**src/rtl/acc_pkg.sv**
```systemverilog
// Shared constants, state encoding and sizing helper for the chunk accumulator / splitter pair.
package acc_pkg;

  localparam int unsigned NB_TOTAL  = 6;
  localparam int unsigned NB_CHUNK  = 3;
  localparam int unsigned NB_CNT    = 4;
  localparam int unsigned CHUNK_MAX = (1 << NB_CHUNK) - 1;

  typedef enum logic [1:0] {
    IDLE = 2'd0,
    SEND = 2'd1,
    DONE = 2'd2
  } state_t;

  // Worst-case beats needed to emit a full-scale total: ceil((2**nt-1)/(2**nc-1)).
  function automatic int unsigned beat_bound(input int unsigned nt, input int unsigned nc);
    int unsigned tmax;
    int unsigned cmax;
    tmax = (1 << nt) - 1;
    cmax = (1 << nc) - 1;
    return (tmax + cmax - 1) / cmax;
  endfunction

  localparam int unsigned BEAT_MAX = beat_bound(NB_TOTAL, NB_CHUNK);

endpackage

```
**src/rtl/acc_chunk_min.sv**
```systemverilog
// Combinational chunk selection: chunk_c = min(remaining, CHUNK_MAX),
// fits_c = remaining already fits in one chunk (i.e. this would be the last beat).
// Ports:
//   remaining  in   NB_TOTAL  amount still to be emitted
//   chunk_c    out  NB_CHUNK  chunk to emit for this remaining value
//   fits_c     out  1         remaining <= CHUNK_MAX
module acc_chunk_min
  import acc_pkg::*;
(
  input  logic [NB_TOTAL-1:0] remaining,
  output logic [NB_CHUNK-1:0] chunk_c,
  output logic                fits_c
);

  always_comb begin
    fits_c  = (remaining <= NB_TOTAL'(CHUNK_MAX));
    chunk_c = fits_c ? remaining[NB_CHUNK-1:0] : NB_CHUNK'(CHUNK_MAX);
  end

endmodule

```
**src/rtl/acc_splitter.sv**
```systemverilog
// Splits a NB_TOTAL-bit total into a valid/ready stream of NB_CHUNK-bit chunks
// (each <= CHUNK_MAX) that sum back to the total.
// Optional macro ACC_SPLITTER_CHECK_EN adds a shadow sum of accepted chunks that
// raises o_err at the end of a job if it disagrees with the latched total.
// Ports:
//   clk, i_rst            clock, asynchronous active-high reset
//   i_start, i_total      job request (honoured only in IDLE) and value to split
//   i_ready               downstream accepts o_chunk this cycle
//   o_valid/o_chunk/o_last  chunk stream, o_last marks the final chunk
//   o_busy                high in SEND and DONE
//   o_done                one-cycle end-of-job pulse
//   o_count               beats accepted in the current or last job
//   o_err                 self-check mismatch (0 when the check is not built)
module acc_splitter
  import acc_pkg::*;
(
  input  logic                clk,
  input  logic                i_rst,
  input  logic                i_start,
  input  logic [NB_TOTAL-1:0] i_total,
  input  logic                i_ready,
  output logic                o_valid,
  output logic [NB_CHUNK-1:0] o_chunk,
  output logic                o_last,
  output logic                o_busy,
  output logic                o_done,
  output logic [NB_CNT-1:0]   o_count,
  output logic                o_err
);

  state_t              state_q, state_d;
  logic [NB_TOTAL-1:0] remaining_q, remaining_d;
  logic                valid_q, valid_d;
  logic [NB_CHUNK-1:0] chunk_q, chunk_d;
  logic                last_q, last_d;
  logic                busy_q, busy_d;
  logic                done_q, done_d;
  logic [NB_CNT-1:0]   count_q, count_d;

  logic                accept_c;
  logic                start_c;
  logic [NB_CHUNK-1:0] nxt_chunk_c;
  logic                nxt_fits_c;

  // Next-state, remaining and beat count.
  always_comb begin
    state_d     = state_q;
    remaining_d = remaining_q;
    count_d     = count_q;
    start_c     = 1'b0;
    accept_c    = valid_q & i_ready;
    case (state_q)
      IDLE: begin
        if (i_start) begin
          start_c     = 1'b1;
          remaining_d = i_total;
          count_d     = '0;
          state_d     = (i_total != '0) ? SEND : DONE;
        end
      end
      SEND: begin
        if (accept_c) begin
          // chunk_q never exceeds remaining_q, so this cannot underflow.
          remaining_d = remaining_q - NB_TOTAL'(chunk_q);
          count_d     = count_q + NB_CNT'(1);
          if (remaining_d == '0) state_d = DONE;
        end
      end
      DONE:    state_d = IDLE;
      default: state_d = IDLE;
    endcase
  end

  acc_chunk_min u_chunk_min (
    .remaining (remaining_d),
    .chunk_c   (nxt_chunk_c),
    .fits_c    (nxt_fits_c)
  );

  // Outputs are registered from next-state values; during backpressure remaining is
  // unchanged, so chunk/last stay stable.
  always_comb begin
    valid_d = (state_d == SEND);
    chunk_d = valid_d ? nxt_chunk_c : '0;
    last_d  = valid_d & nxt_fits_c;
    busy_d  = (state_d != IDLE);
    done_d  = (state_d == DONE);
  end

  always_ff @(posedge clk or posedge i_rst) begin
    if (i_rst) begin
      state_q     <= IDLE;
      remaining_q <= '0;
      valid_q     <= 1'b0;
      chunk_q     <= '0;
      last_q      <= 1'b0;
      busy_q      <= 1'b0;
      done_q      <= 1'b0;
      count_q     <= '0;
    end else begin
      state_q     <= state_d;
      remaining_q <= remaining_d;
      valid_q     <= valid_d;
      chunk_q     <= chunk_d;
      last_q      <= last_d;
      busy_q      <= busy_d;
      done_q      <= done_d;
      count_q     <= count_d;
    end
  end

  assign o_valid = valid_q;
  assign o_chunk = chunk_q;
  assign o_last  = last_q;
  assign o_busy  = busy_q;
  assign o_done  = done_q;
  assign o_count = count_q;

`ifdef ACC_SPLITTER_CHECK_EN
  // Shadow sum of accepted chunks, one bit wider than the total to catch overshoot.
  logic [NB_TOTAL:0]   shadow_q, shadow_d;
  logic [NB_TOTAL-1:0] total_q, total_d;
  logic                err_q, err_d;

  always_comb begin
    shadow_d = shadow_q;
    total_d  = total_q;
    err_d    = err_q;
    if (start_c) begin
      shadow_d = '0;
      total_d  = i_total;
      err_d    = 1'b0;
    end else if (state_q == SEND && accept_c) begin
      shadow_d = shadow_q + (NB_TOTAL + 1)'(chunk_q);
    end else if (state_q == DONE) begin
      err_d = (shadow_q != {1'b0, total_q});
    end
  end

  always_ff @(posedge clk or posedge i_rst) begin
    if (i_rst) begin
      shadow_q <= '0;
      total_q  <= '0;
      err_q    <= 1'b0;
    end else begin
      shadow_q <= shadow_d;
      total_q  <= total_d;
      err_q    <= err_d;
    end
  end

  assign o_err = err_q;
`else
  assign o_err = 1'b0;
`endif

endmodule

```
**config.mk**
```make
export PLATFORM = sky130hd
export DESIGN_NAME = acc_splitter
export DESIGN_NICKNAME = d
export VERILOG_FILES = /design/src/rtl/acc_pkg.sv /design/src/rtl/acc_chunk_min.sv /design/src/rtl/acc_splitter.sv
export SDC_FILE = /design/constraint.sdc
export NUM_CORES = 1
export LEC_CHECK = 0
export ABC_AREA = 1
export CORE_UTILIZATION = 45
export DETAILED_ROUTE_END_ITERATION = 8
export PLACE_DENSITY = 0.72
export SETUP_SLACK_MARGIN = 0.02
export SLEW_MARGIN = 20
export SYNTH_ARGS = -nofsm -noshare
export SYNTH_HDL_FRONTEND = slang
export SYNTH_SLANG_ARGS = --single-unit
```
**constraint.sdc**
```tcl
create_clock -name clk -period 2 [get_ports clk]
set_input_delay 0.4 -clock clk [delete_from_list [all_inputs] [get_ports clk]]
set_output_delay 0.4 -clock clk [all_outputs]
set_load 0.01 [all_outputs]
```
# Word level (Yosys, flattened, before mapping)
# Cells that the tools add are included.
dict set report totals {
  ff_bits 19
  inputBits 10
  out_inout_bits 12
  wordCells 37
}
dict set report op_classes {
  add_sub_neg 2
  order_cmp 1
  n_eq_ne 5
  muxes 13
  bitwise 2
  reduce_logical 6
}
# operator count
set op_table {}
lappend op_table {{$mux W6} 2}
lappend op_table {{$pmux W6 S2} 1}
lappend op_table {{$mux W2} 4}
lappend op_table {{$mux W4} 2}
lappend op_table {{$pmux W4 S2} 1}
lappend op_table {{$le A6 B3 Y1 const B} 1}
lappend op_table {{$logic_not A6 Y1} 1}
lappend op_table {{$mux W3} 2}
lappend op_table {{$reduce_bool A6 Y1} 1}
lappend op_table {{$sub A6 B3 Y6} 1}
lappend op_table {{$add A4 B1 Y4 const B} 1}
lappend op_table {{$eq A2 B1 Y1 const B} 2}
lappend op_table {{$ne A2 B2 Y1 const B} 2}
lappend op_table {{$pmux W2 S2} 1}
lappend op_table {{$reduce_bool A2 Y1} 2}
lappend op_table {{$reduce_and A3 Y1} 1}
lappend op_table {{$and A1 B1 Y1} 2}
lappend op_table {{$eq A2 B2 Y1 const B} 1}
lappend op_table {{$logic_not A2 Y1} 1}

# Logic depth before layout (Yosys ltp)
# Gate-level depths: netlist (run 1).
dict set report depth {
  word_depth 7
  ltp_mapped 15
  mapped_depth_nobuf 15
}

# Cells and area by module
# From an unflattened synthesis (run 1), not the netlist that was laid out.
dict set report unflattened {
  cells_unflattened 142
  area_unflattened_um2 1179.9
}
# mod instances cells_per_inst area_each_um2 seq_area_each_um2
set by_module_without_submodules {}
lappend by_module_without_submodules {acc_splitter 1 131 1132.3 475.5}
lappend by_module_without_submodules {acc_chunk_min 1 11 47.5 0.0}

# Least setup slack after synthesis (run 1)
# Ideal clock, no wire load.
dict set report synth_timing {
  path_type {reg2reg}
  startpoint {register chunk_q[0], in the netlist o_chunk[0]}
  endpoint {register busy_q, in the netlist o_busy}
  setup_time_ns 0.117
  arrival_time_ns 1.718
  required_ns 1.883
  setup_slack_ns 0.165
  stages_incl_launch_ff 12
  n_path_buf 0
  synth_period_minus_slack_ns 1.835
  cell_sequence {dfrtp_1 ha_1 inv_1 fa_1 nor2_1 nand3_1 nor2_1 nand3_1 nand2_1 nand2_2 inv_2 nand2_1}
}
dict set report synth_between {
  elab_chain_len 6
}
# item line
set synth_lines {}
lappend synth_lines {{from (decl)} acc_splitter.sv:34} ;# logic [NB_CHUNK-1:0] chunk_q, chunk_d;
lappend synth_lines {{from (signal assigned)} acc_splitter.sv:104} ;# chunk_q <= chunk_d;
lappend synth_lines {{$sub A6 B3 Y6} acc_splitter.sv:64} ;# remaining_d = remaining_q - NB_TOTAL'(chunk_q);
lappend synth_lines {{$logic_not A6 Y1} acc_splitter.sv:66} ;# if (remaining_d == '0) state_d = DONE;
lappend synth_lines {{$mux W2} acc_splitter.sv:66}
lappend synth_lines {{$mux W2} acc_splitter.sv:62} ;# if (accept_c) begin
lappend synth_lines {{$pmux W2 S2} acc_splitter.sv:52} ;# case (state_q)
lappend synth_lines {{named net state_d[0]} acc_splitter.sv:31} ;# state_t state_q, state_d;
lappend synth_lines {{$reduce_bool A2 Y1} acc_splitter.sv:86} ;# busy_d = (state_d != IDLE);
lappend synth_lines {{named net busy_d} acc_splitter.sv:36} ;# logic busy_q, busy_d;
lappend synth_lines {{to (signal assigned)} acc_splitter.sv:106} ;# busy_q <= busy_d;
lappend synth_lines {{to (decl)} acc_splitter.sv:36}
# The timed path passes the listed nets, and every way through them passes these cells.
# A chain may end at the register's enable or synchronous reset.

# Worst setup path after layout (run 1)
dict set report layout_timing {
  startpoint {register remaining_q[0]}
  endpoint {register chunk_q[0], in the netlist o_chunk[0]}
}
dict set report layout_between {
  elab_chain_len 7
  word_cells_on_any_way 12
  cone_classes {1 x add/sub; 1 x order compare; 1 x eq/ne; 8 x mux; 1 x reduce/logical}
}
# item line
set layout_lines {}
lappend layout_lines {{from (decl)} acc_splitter.sv:32} ;# logic [NB_TOTAL-1:0] remaining_q, remaining_d;
lappend layout_lines {{from (signal assigned)} acc_splitter.sv:102} ;# remaining_q <= remaining_d;
lappend layout_lines {{$sub A6 B3 Y6} acc_splitter.sv:64}
lappend layout_lines {{$logic_not A6 Y1} acc_splitter.sv:66}
lappend layout_lines {{$mux W2} acc_splitter.sv:66}
lappend layout_lines {{$mux W2} acc_splitter.sv:62}
lappend layout_lines {{$pmux W2 S2} acc_splitter.sv:52}
lappend layout_lines {{named net state_d[0]} acc_splitter.sv:31}
lappend layout_lines {{$eq A2 B1 Y1} acc_splitter.sv:83} ;# valid_d = (state_d == SEND);
lappend layout_lines {{$mux W3} acc_splitter.sv:84} ;# chunk_d = valid_d ? nxt_chunk_c : '0;
lappend layout_lines {{named net chunk_d[0]} acc_splitter.sv:34}
# The timed path passes the listed nets, and every way through them passes these cells.

==> flow_summary.toml, run 1 <==
[global_route]
grt.met1_usage = 0.262
grtUsageMet3 = 0.0351
met2_usage = 0.329
top_usage_layer = "met2"
grt_pass1_vias = 902
grt_first_pass_wirelength_um = 3870
grt_usage = 0.201
overflow = 0
grt_max_degree = 20
antenna_found_initial = 0

[sta]
period_minus_slack_ns = 1.95
finalHoldViolCount = 0
max_freq_mhz = 512
drv_slew = 0
skew_ns = 0.00134
rsz0062_at_grt = "true"
finalSetupViolCount = 0
whs_ns = 0.407
setup_ws_ns = 0.0484
layout_worst_path_cycle_share = 0.976
tns_ns = 0

[routing]
drc_errors = 0
drt_first_pass_iters = 4
vias_per_cell = 5.17
vias = 997
wirelength_um = 2430
post_drt_wl_per_cell_um = 12.6
drt_iter0_drc = 22
ant_nets = 0

[clock_network]
clk_latency_ns = 0.30
cts.sinks = 19
cts_buffer_depth = 2
cts_made_buffers = 3
cts_tree = "done"
htreeDepth = 1
path_clk_slew_ns = 0.11
cts-root-buf = "clkbuf_4"

[worst_setup_path]
path_delay_family = "simple AND/OR/NAND/NOR gates"
critical_path_class = "register to register"
endpoint_kind = "register"
cp_max_fo = 5
cp_slowest_cell = "dfrtp_1"
slowest_delay_ns = 0.39
cp_data_required_time_ns = 2.21
cp.buffers_inverters = 3
cp_cell_sequence = "inv_1, ha_1, inv_2, fa_2, xor2_1, nor2_1, nand3_2, nor2_2, nand3_1, nand2_1, nand2_2, nand2_1, inv_1"
worst_ep_arrival_time_ns = 2.16
worst_setup_path_start_kind = "register"

[die]
die_x_um = 51.8
coreArea_sq_um = 2280
die_area_sq_um = 2680
rows = 17
fp.dieH_um = 51.8
io_pins = 22
start_util = 0.490

[job]
max_cap_viol_count = 0

[final_layout]
drive_above_1_share = 0.188
fin_cells = 193
num_antenna_cells = 0
fillers = 196
post-route-cell-area_sq_um = 1400
fin_nets = 181
area_growth_syn_to_layout_pct = 25.8

[power_and_ir_drop]
switching_share = 0.480
p_seq_frac = 0.280
clkPwrFrac = 0.082
p_int_mw = 1.25
p_per_area_nw_per_um2 = 1710
p_comb_frac = 0.638
ir_drop_mv = 0.994
p_leak_nw = 0.713
switchingPower_mw = 1.15

[yosys]
syn_inst = 140
syn_area_per_cell_sq_um = 7.97
syn_area_sq_um = 1120
synth_cell_types = 29
ys_seq_elements = 19
synth_warnings = 0
seq_area_frac_synth = 0.426
synth_fp_nets = 155

[placement]
placed_cells = 188
portBuffers = 20
post_dp_cell_area_sq_um = 1350
place.gp.congestion = 0.845
dp_hpwl_um = 1880
dp_slack_ns = -0.0130

[outcome]
outcome = "finished clean"

[hold_path]
hp-class = "input pin to asynchronous set/reset pin"
==> cell usage after synthesis <==
cell | n | area (sq um)
nor2_2 | 2 | 12.5
nor2_1 | 6 | 22.5
nand2_2 | 5 | 31.3
buf_4 | 1 | 7.51
a211oi_1 | 1 | 7.51
nor2_4 | 2 | 22.5
a21oi_1 | 3 | 15.0
nor4_1 | 1 | 6.26
nand3_1 | 13 | 65.1
o221ai_1 | 1 | 8.76
conb_1 | 1 | 3.75
nor3_1 | 2 | 10.0
nand2_4 | 2 | 22.5
nand3_2 | 1 | 10.0
nand4_1 | 2 | 12.5
fa_1 | 1 | 20.0
and2_1 | 1 | 6.26
o21ai_0 | 4 | 20.0
o211ai_2 | 1 | 12.5
xor2_1 | 2 | 17.5
dfrtp_1 | 19 | 475
inv_1 | 22 | 82.6
a22o_1 | 1 | 8.76
o21a_1 | 1 | 7.51
nand2_1 | 33 | 124
inv_2 | 6 | 22.5
and3_1 | 1 | 6.26
ha_1 | 4 | 50.1
o21ai_1 | 1 | 5.00
==> area by class of cell <==
type,count,area [sq um],area share
sequential,19,475,0.339
timing repair buffer,22,215,0.153
inverter,28,105,0.0749
tap,28,35.0,0.0250
multi-input combinational,92,547,0.389
clock buffer,4,26.3,0.0187
==> power groups by stage <==
| stage | logic (mW) | clock network (mW) | registers (mW) |
|---|---|---|---|
| after floorplan | 0.990 | 0 | 0.700 |
| after global placement | 1.40 | 0 | 0.675 |
| after detailed placement | 1.45 | 0 | 0.679 |
| after CTS | 1.50 | 0.202 | 0.674 |
| after global routing | 1.72 | 0.215 | 0.695 |
| final | 1.53 | 0.196 | 0.674 |
==> worst min-delay path: cells and delay by family <==
kind	cells	cell delay, ns
buffers and inverters	3	0.69
==> registers in the layout (all words and copies together), names as in the netlist <==
| signal | cells |
|---|---|
| o_valid | 1 |
| o_count | 4 |
| state_q | 2 |
| o_busy | 1 |
| remaining_q | 6 |
| o_last | 1 |
| o_done | 1 |
| o_chunk | 3 |
==> repair_timing <==
item	in CTS	in global routing
pin swaps	2	3
resized for setup	4	4
hold buffers	0	0
hold endpoints to repair	0	0
endpoints found under the setup margin	5	9
setup buffers	1	0
gates cloned	0	0
==> kinds of logic after synthesis <==
group,count (synthesis),synth area share
xor gates and xnor gates,2,0.0157
adders and majority gates,5,0.0628
AOI/OAI and AO/OA,13,0.0762
DFF,19,0.426
and+or+nand+nor,71,0.315
other,1,0.00336
buffers and inverters,29,0.101
==> per-layer routing <==
| metal | routed length [um] | share of wire |
|---|---|---|
| met3 | 105 | 0.043 |
| met5 | 0 | 0 |
| met4 | 36 | 0.015 |
| met1 | 1100 | 0.45 |
| met2 | 1200 | 0.49 |
==> placed cells by master, fill, tap and decap left out, types with 2 or more instances in the layout <==
master / n
nand2_2: 7
inv_1: 21
o21ai_0: 3
nor2_2: 3
xor2_1: 2
nand3_2: 2
clkdlybuf4s50_1: 20
clkbuf_4: 3
nor3_1: 2
nand2_1: 31
dfrtp_1: 19
nor2_1: 5
a21oi_1: 3
ha_1: 4
nor2_4: 2
nand2_4: 2
nand4_1: 2
inv_2: 7
buf_4: 2
nand3_1: 12
==> worst paths after layout <==
kind,from,end,slack (ns),cells past startpoint
min,i_rst,o_busy$_DFF_PP0_,0.41,3
min in group clk,remaining_q[2]$_DFF_PP0_,remaining_q[2]$_DFF_PP0_,0.55,2
max,remaining_q[0]$_DFF_PP0_,o_chunk[0]$_DFF_PP0_,0.05,13
max in group asynchronous,i_rst,remaining_q[4]$_DFF_PP0_,1.39,3
max reg2reg,remaining_q[0]$_DFF_PP0_,o_chunk[0]$_DFF_PP0_,0.05,13
min reg2reg,remaining_q[2]$_DFF_PP0_,remaining_q[2]$_DFF_PP0_,0.55,2
==> per-stage QoR <==
| stage | util | total power [mW] |
|---|---|---|
| after floorplan | - | 1.69 |
| after global placement | 0.594 | 2.08 |
| final | 0.617 | 2.41 |
| after detailed placement | 0.594 | 2.13 |
| after CTS | 0.612 | 2.38 |
| after global routing | 0.617 | 2.63 |
Note: power is estimated with default switching activity, not from simulation.
==> run 2: changes to the inputs <==
--- a/config.mk
+++ b/config.mk
@@ -6,6 +6,7 @@
 export NUM_CORES = 1
 export LEC_CHECK = 0
 export ABC_AREA = 1
+export CORE_MARGIN = 4
 export CORE_UTILIZATION = 45
 export DETAILED_ROUTE_END_ITERATION = 8
 export PLACE_DENSITY = 0.72
==> flow_summary.toml, run 2 (synthesis results as in run 1) <==
[job]
max_cap_viol_count = 0

[die]
rows = 17
start_util = 0.490
die_area_sq_um = 3340
die_x_um = 57.8
io_pins = 22
fp.dieH_um = 57.8
coreArea_sq_um = 2280

[clock_network]
clk_latency_ns = 0.29
cts_tree = "done"
cts_made_buffers = 3
cts_buffer_depth = 2
htreeDepth = 1
cts-root-buf = "clkbuf_4"
ctsHoldBuffers = 0
cts.sinks = 19
path_clk_slew_ns = 0.11

[global_route]
grt_first_pass_wirelength_um = 4130
grt_usage = 0.157
overflow = 0
grt_pass1_vias = 990
antenna_found_initial = 0
grt_max_degree = 20

[hold_path]
hp-class = "input pin to asynchronous set/reset pin"

[sta]
max_freq_mhz = 505
layout_worst_path_cycle_share = 0.990
drv_slew = 0
skew_ns = 0.00406
finalSetupViolCount = 0
finalHoldViolCount = 0
rsz0062_at_grt = "true"
period_minus_slack_ns = 1.98

[worst_setup_path]
worst_setup_path_start_kind = "register"
cp_max_fo = 5
slowest_delay_ns = 0.40
cp_slowest_cell = "dfrtp_1"
worst_ep_arrival_time_ns = 2.18
cp_cell_sequence = "inv_1, ha_1, inv_2, fa_2, nand2_2, nand4_1, nand2_1, nand3_1, nor2_2, nand3_1, nand2_1, nand2_2, nand2_1, inv_1"
cpMostUsedCell = "nand2_1"
critical_path_class = "register to register"
cp_data_required_time_ns = 2.20
endpoint_kind = "register"

[final_layout]
largest_reg_flops = 6
final_cell_mix = "nand2_1 (32), inv_1 (21), clkdlybuf4s50_1 (20), dfrtp_1 (19), nand3_1 (13)"
top_register = "remaining_q"
drive_above_1_share = 0.182
fin_nets = 181
layout_commonest_cell = "nand2_1"
final_util = 0.614
fin_cells = 193
area_growth_syn_to_layout_pct = 25.2
post-route-cell-area_sq_um = 1400
num_antenna_cells = 0

[placement]
placed_cells = 188
dp_hpwl_um = 1930
place.gp.congestion = 0.946
portBuffers = 20
post_dp_cell_area_sq_um = 1350

[routing]
drt_first_pass_iters = 4
drt_iter0_drc = 15
vias_per_cell = 5.01
post_drt_wl_per_cell_um = 12.4
drc_errors = 0
ant_nets = 0
vias = 966
wirelength_um = 2400

[power_and_ir_drop]
p_leak_nw = 0.714
ir_drop_mv = 1.13
p_per_area_nw_per_um2 = 1680

[outcome]
outcome = "finished clean"
run 2: report_power, final:
group          total (mW)  switching, mW  internal [mW]
logic                1.48          0.870          0.609
registers           0.670          0.118          0.553
clock network       0.196          0.121         0.0743
run 2: worst max-delay path, delay by kind of cell (launching register included):
| family | cells | cell delay, ns |
|---|---|---|
| buf+inv | 3 | 0.14 |
| simple gates | 9 | 0.83 |
| flops | 1 | 0.40 |
| fa+ha+maj | 2 | 0.50 |
run 2: path summary, 6_finish.rpt:
check	start	to	slack, ns	cells past startpoint
setup / recovery	remaining_q[0]$_DFF_PP0_	o_chunk[0]$_DFF_PP0_	0.02	14
hold / removal	i_rst	o_busy$_DFF_PP0_	0.41	3
setup reg to reg	remaining_q[0]$_DFF_PP0_	o_chunk[0]$_DFF_PP0_	0.02	14
hold reg to reg	remaining_q[2]$_DFF_PP0_	remaining_q[2]$_DFF_PP0_	0.52	2
max in group asynchronous	i_rst	remaining_q[4]$_DFF_PP0_	1.39	3
min in group clk	remaining_q[2]$_DFF_PP0_	remaining_q[2]$_DFF_PP0_	0.52	2
run 2: per-layer routing:
layer,share of wire,track usage,vias up
li1,-,-,491
met3,0.049,0.0245,2
met4,0.0058,0.0530,0
met2,0.50,0.269,21
met1,0.44,0.201,452
met5,0,0,-
run 2: what timing repair did:
item                                    in CTS  in global routing
endpoints found under the hold margin        0                  0
buffers inserted                             0                  1
endpoints found under the setup margin       5                  8
pin swaps                                    0                  2
resized for setup                            1                  5
run 2: layout make-up:
| cell class | instances | area [sq um] |
|---|---|---|
| Sequential cell | 19 | 475 |
| Fill cell | 197 | 878 |
| Multi-Input combinational cell | 92 | 539 |
| Inverter | 28 | 105 |
| Clock buffer | 3 | 22.5 |
| Tap cell | 28 | 35.0 |
| Timing Repair Buffer | 22 | 215 |
| Clock inverter | 1 | 5.00 |
run 2: stage by stage:
stage,setup TNS (ns),power (mW),setup slack (ns),hold slack [ns]
4_1_cts,0,2.33,0.0241,0.412
6_report,0,2.35,0.0205,0.407
2_1_floorplan,0,1.69,0.165,0.351
5_1_grt,-0.613,2.58,-0.135,0.434
3_3_place_gp,0,2.09,0.0640,0.503
3_5_place_dp,-0.0729,2.12,-0.0221,0.500
==> run 3: changes to the inputs <==
==> constraint.sdc (replaced) <==
create_clock -name clk -period 2 [get_ports clk]
set_input_delay 0.4 -clock clk [delete_from_list [all_inputs] [get_ports clk]]
set_output_delay 0.4 -clock clk [all_outputs]
set_load 0.005 [all_outputs]
==> results of run 3 <==
Same layout as run 2 (identical final DEF). Status: finished clean.
Among the figures that moved: total power 2.35 mW -> 2.31 mW; worst IR drop on VDD 1.13 mV -> 1.12 mV
==> edit 1 (settings of run 1) <==
`NB_TOTAL`: 6 -> 12.
--- a/src/rtl/acc_pkg.sv
+++ b/src/rtl/acc_pkg.sv
@@ -1,7 +1,7 @@
 // Shared constants, state encoding and sizing helper for the chunk accumulator / splitter pair.
 package acc_pkg;
 
-  localparam int unsigned NB_TOTAL  = 6;
+  localparam int unsigned NB_TOTAL  = 12;
   localparam int unsigned NB_CHUNK  = 3;
   localparam int unsigned NB_CNT    = 4;
   localparam int unsigned CHUNK_MAX = (1 << NB_CHUNK) - 1;
Interface: changed (resized i_total); port bits go from 22 to 28. The function was not compared with the original's and may differ.
==> edit 1 against run 1 <==
The flow now finishes with violations (negative setup slack). Worst setup slack worse by 0.24 ns. Cell area is 82% higher. Area after synthesis increased by 68%. Sequential cell count grew 6. Sequential power is 36% higher. Critical path depth is 4 higher. Total power increased by 42%. Wire length up 110%. Critical path type unchanged.
==> edit 1: results <==
[status]
status = complete, but fails checks
violations = negative setup slack

[yosys]
synth_compound_area_share_pct = 14.8
synth_xor_area_share_pct = 0.934
synthAdderAreaFrac_pct = 3.74
synth_area_leaders = dfrtp_1, nand2_1, inv_1
ys_ff_latch = 25
synth_commonest_cells = nand2_1, inv_1, dfrtp_1, nor2_1, nand3_1
avgSynthCellArea_um2 = 6.95
ys_seq_area_share_pct = 33.4

[pwr]
combPwrFrac_pct = 64.0
switchingPower_w = 0.00160
leakage_nw = 1.22
p_seq_w = 0.000917
pwr-share-seq_pct = 26.9
ir_worst_vdd_mv = 0.839

[grt]
grt_pass1_wl_um = 8790
grt_max_degree = 26
grt_pass1_vias = 1914
track_usage_pct = 26.7
met1_usage_pct = 34.8

[sta]
setup_tns_ns = -0.951
holdWs_ns = 0.467
setup-violations-final = 9
setup_ws_ns = -0.188
clock_skew_ns = 0.00163

[worst_setup_path]
cp_max_fo = 4
r2r_cells = 17
cp_data_arrival_time_ns = 2.37
r2r_end = o_chunk[1]

[final_layout]
n_clock_buffer = 4
buf_share_pct = 20.0
multi_input_area_share_pct = 45.0
nets = 348
fillers = 343
seq_area_share_pct = 24.5
layout-drive-gt1-share_pct = 27.0
nonClockInverterCount = 43
multi_input_comb_cells = 196
final-seq-area_um2 = 626

[route]
drt_iter0_drc = 119
wl_met2_um = 2430
via_count = 1962
wl_met1_um = 2350
drt_wl_total_um = 5160

[clock_tree]
path_clk_slew_ns = 0.09
clk_latency_ns = 0.28
clockRootBuffer = clkbuf_8

[placement]
placed_area_mm2 = 0.00239
gp_congestion = 0.861
pre_cts_slack_ns = -0.173
hpwl_um = 3900
dp_cells = 368
portBuffers = 26

[die]
tap_cells = 50
-- edit 1: cell types whose count changed after synthesis, sizes merged, moves of 3 or more --
cell,delta
o211ai,+5
o22ai,+3
nand3,+10
dfrtp,+6
inv,+15
nand2,+30
o21ai,+11
buf,+5
a21oi,+17
nand4,+4
nor2,+25
-- edit 1: worst max-delay path, stage by stage, from the launching register on --
cell,delay [ns]
dfrtp_1,0.38
inv_2,0.06
ha_4,0.17
fa_2,0.36
inv_2,0.08
nand2_4,0.06
nand2_4,0.08
nor2_4,0.04
nand2_2,0.08
nand3_2,0.09
nand2_2,0.08
nand2_2,0.07
nor2_1,0.09
nand2_1,0.09
nor2_4,0.15
nand3_1,0.10
nand2_1,0.07
inv_1,0.04
-- edit 1: timing repair --
action                     4_1_cts  5_1_grt
resized for setup               18        8
hold endpoints to repair         0        0
pin swaps                        5        6
setup buffers                    2        2
setup endpoints to repair        8        9
hold buffers                     0        0
==> edit 2 (config.mk and constraints of run 1) <==
Made on the original files. Encoding of `state_t`: now one-hot (3 bits for 3 states).
--- a/src/rtl/acc_pkg.sv
+++ b/src/rtl/acc_pkg.sv
@@ -6,10 +6,10 @@
   localparam int unsigned NB_CNT    = 4;
   localparam int unsigned CHUNK_MAX = (1 << NB_CHUNK) - 1;
 
-  typedef enum logic [1:0] {
-    IDLE = 2'd0,
-    SEND = 2'd1,
-    DONE = 2'd2
+  typedef enum logic [2:0] {
+    IDLE = 3'b001,
+    SEND = 3'b010,
+    DONE = 3'b100
   } state_t;
 
   // Worst-case beats needed to emit a full-scale total: ceil((2**nt-1)/(2**nc-1)).
Function: same outputs for any inputs over 10 cycles, from zero or initial values and one cycle with i_rst high; not proved beyond that.
==> edit 2 against run 1 <==
Largest power group unchanged. Wire length grew 9.4%. Area after synthesis is 10% higher. Critical path depth grew 1. Via count is 8.1% higher. Global-route usage increased by 1.3 points. Sequential cell count is 1 higher. Final cell count grew 12%. Maximum frequency up 0.33%. Synthesized cell count is 13% higher. Die area grew 9.8%. Total power increased by 1.2%. First-iteration DRC count up 23%. Cell area increased by 12%. Largest cell class unchanged. Worst setup slack better by 0.0064 ns.
==> edit 2: results <==
[status]
status = complete, no violations

[worst_setup_path]
r2r_cells = 14
cp_max_fo = 4
cp_slowest_cell = fa_2
max_stage_delay_ns = 0.45
endpoint = o_chunk[1]
crit_family = adder cells

[sta]
clock_skew_ns = 0.00668

[route]
met3_length_um = 106
via_count = 1078
wl_met1_um = 1220
wl_per_cell_um = 12.3
drt_iter0_drc = 27

[final_layout]
fillers = 235
nets = 203
layout-drive-gt1-share_pct = 23.5

[placement]
hpwl_um = 2060
gp_congestion = 0.911
pre_cts_slack_ns = -0.00997
dp_cells = 209
placed_area_mm2 = 0.00148

[yosys]
synth_commonest_cells = nand2_1, inv_1, nand3_1
synth_area_leaders = dfrtp_1, nand2_1, inv_1
synth_fp_nets = 173
avgSynthCellArea_um2 = 7.78

[pwr]
leakage_nw = 0.813
switchingPower_w = 0.00112
ir_worst_vdd_mv = 0.843
pwr-share-seq_pct = 28.6
p_seq_w = 0.000697

[grt]
grt_pass1_vias = 981
track_usage_pct = 21.4

[clock_tree]
htreeDepth = 1
==> edit 2: logic make-up (layout without fill, tap and decap cells) <==
| family | Yosys count | after routing | share of synthesized area, % |
|---|---|---|---|
| compound gates | 12 | 12 | 5.60 |
| xor+xnor | 1 | 1 | 0.712 |
| fa+ha+maj | 5 | 5 | 5.70 |
| buf+inv | 34 | 63 | 11.0 |
| flops | 20 | 20 | 40.8 |
| other cells | 1 | 1 | 0.305 |
| simple gates | 85 | 85 | 35.9 |
==> edit 2: worst min-delay path by stage <==
stage | start | slack, ns | endpoint | cells after the start
2_1_floorplan | i_rst | 0.36 | o_busy | 1
3_3_place_gp | o_count[3] | 0.45 | o_count[3] | 1
3_5_place_dp | o_count[3] | 0.47 | o_count[3] | 1
4_1_cts | i_rst | 0.40 | o_last | 3
5_1_grt | i_rst | 0.43 | o_busy | 3
6_report | i_rst | 0.41 | o_chunk[2] | 3
==> edit 2: what timing repair did <==
| action | in CTS | in global routing |
|---|---|---|
| gates resized for setup | 2 | 11 |
| pin swaps | 0 | 7 |
| gates cloned | 0 | 0 |
| setup buffers | 1 | 3 |
| endpoints found under the setup margin | 3 | 6 |
==> edit 2: metal layers <==
layer  vias to the layer above  GRT usage [%]
li1                        543              -
met1                       507           27.5
met2                        24           34.3
met3                         4           3.61
met4                         0           11.1
met5                         -              0
==> edit 2: area by class of cell <==
type / count / area [µm²] / share of cell area, %
well taps: 30 / 37.5 / 2.39
repair buffers: 26 / 245 / 15.6
clock buffers: 4 / 36.3 / 2.31
multi-input cells: 104 / 622 / 39.5
flip-flops and latches: 20 / 502 / 31.9
inverters: 33 / 130 / 8.27
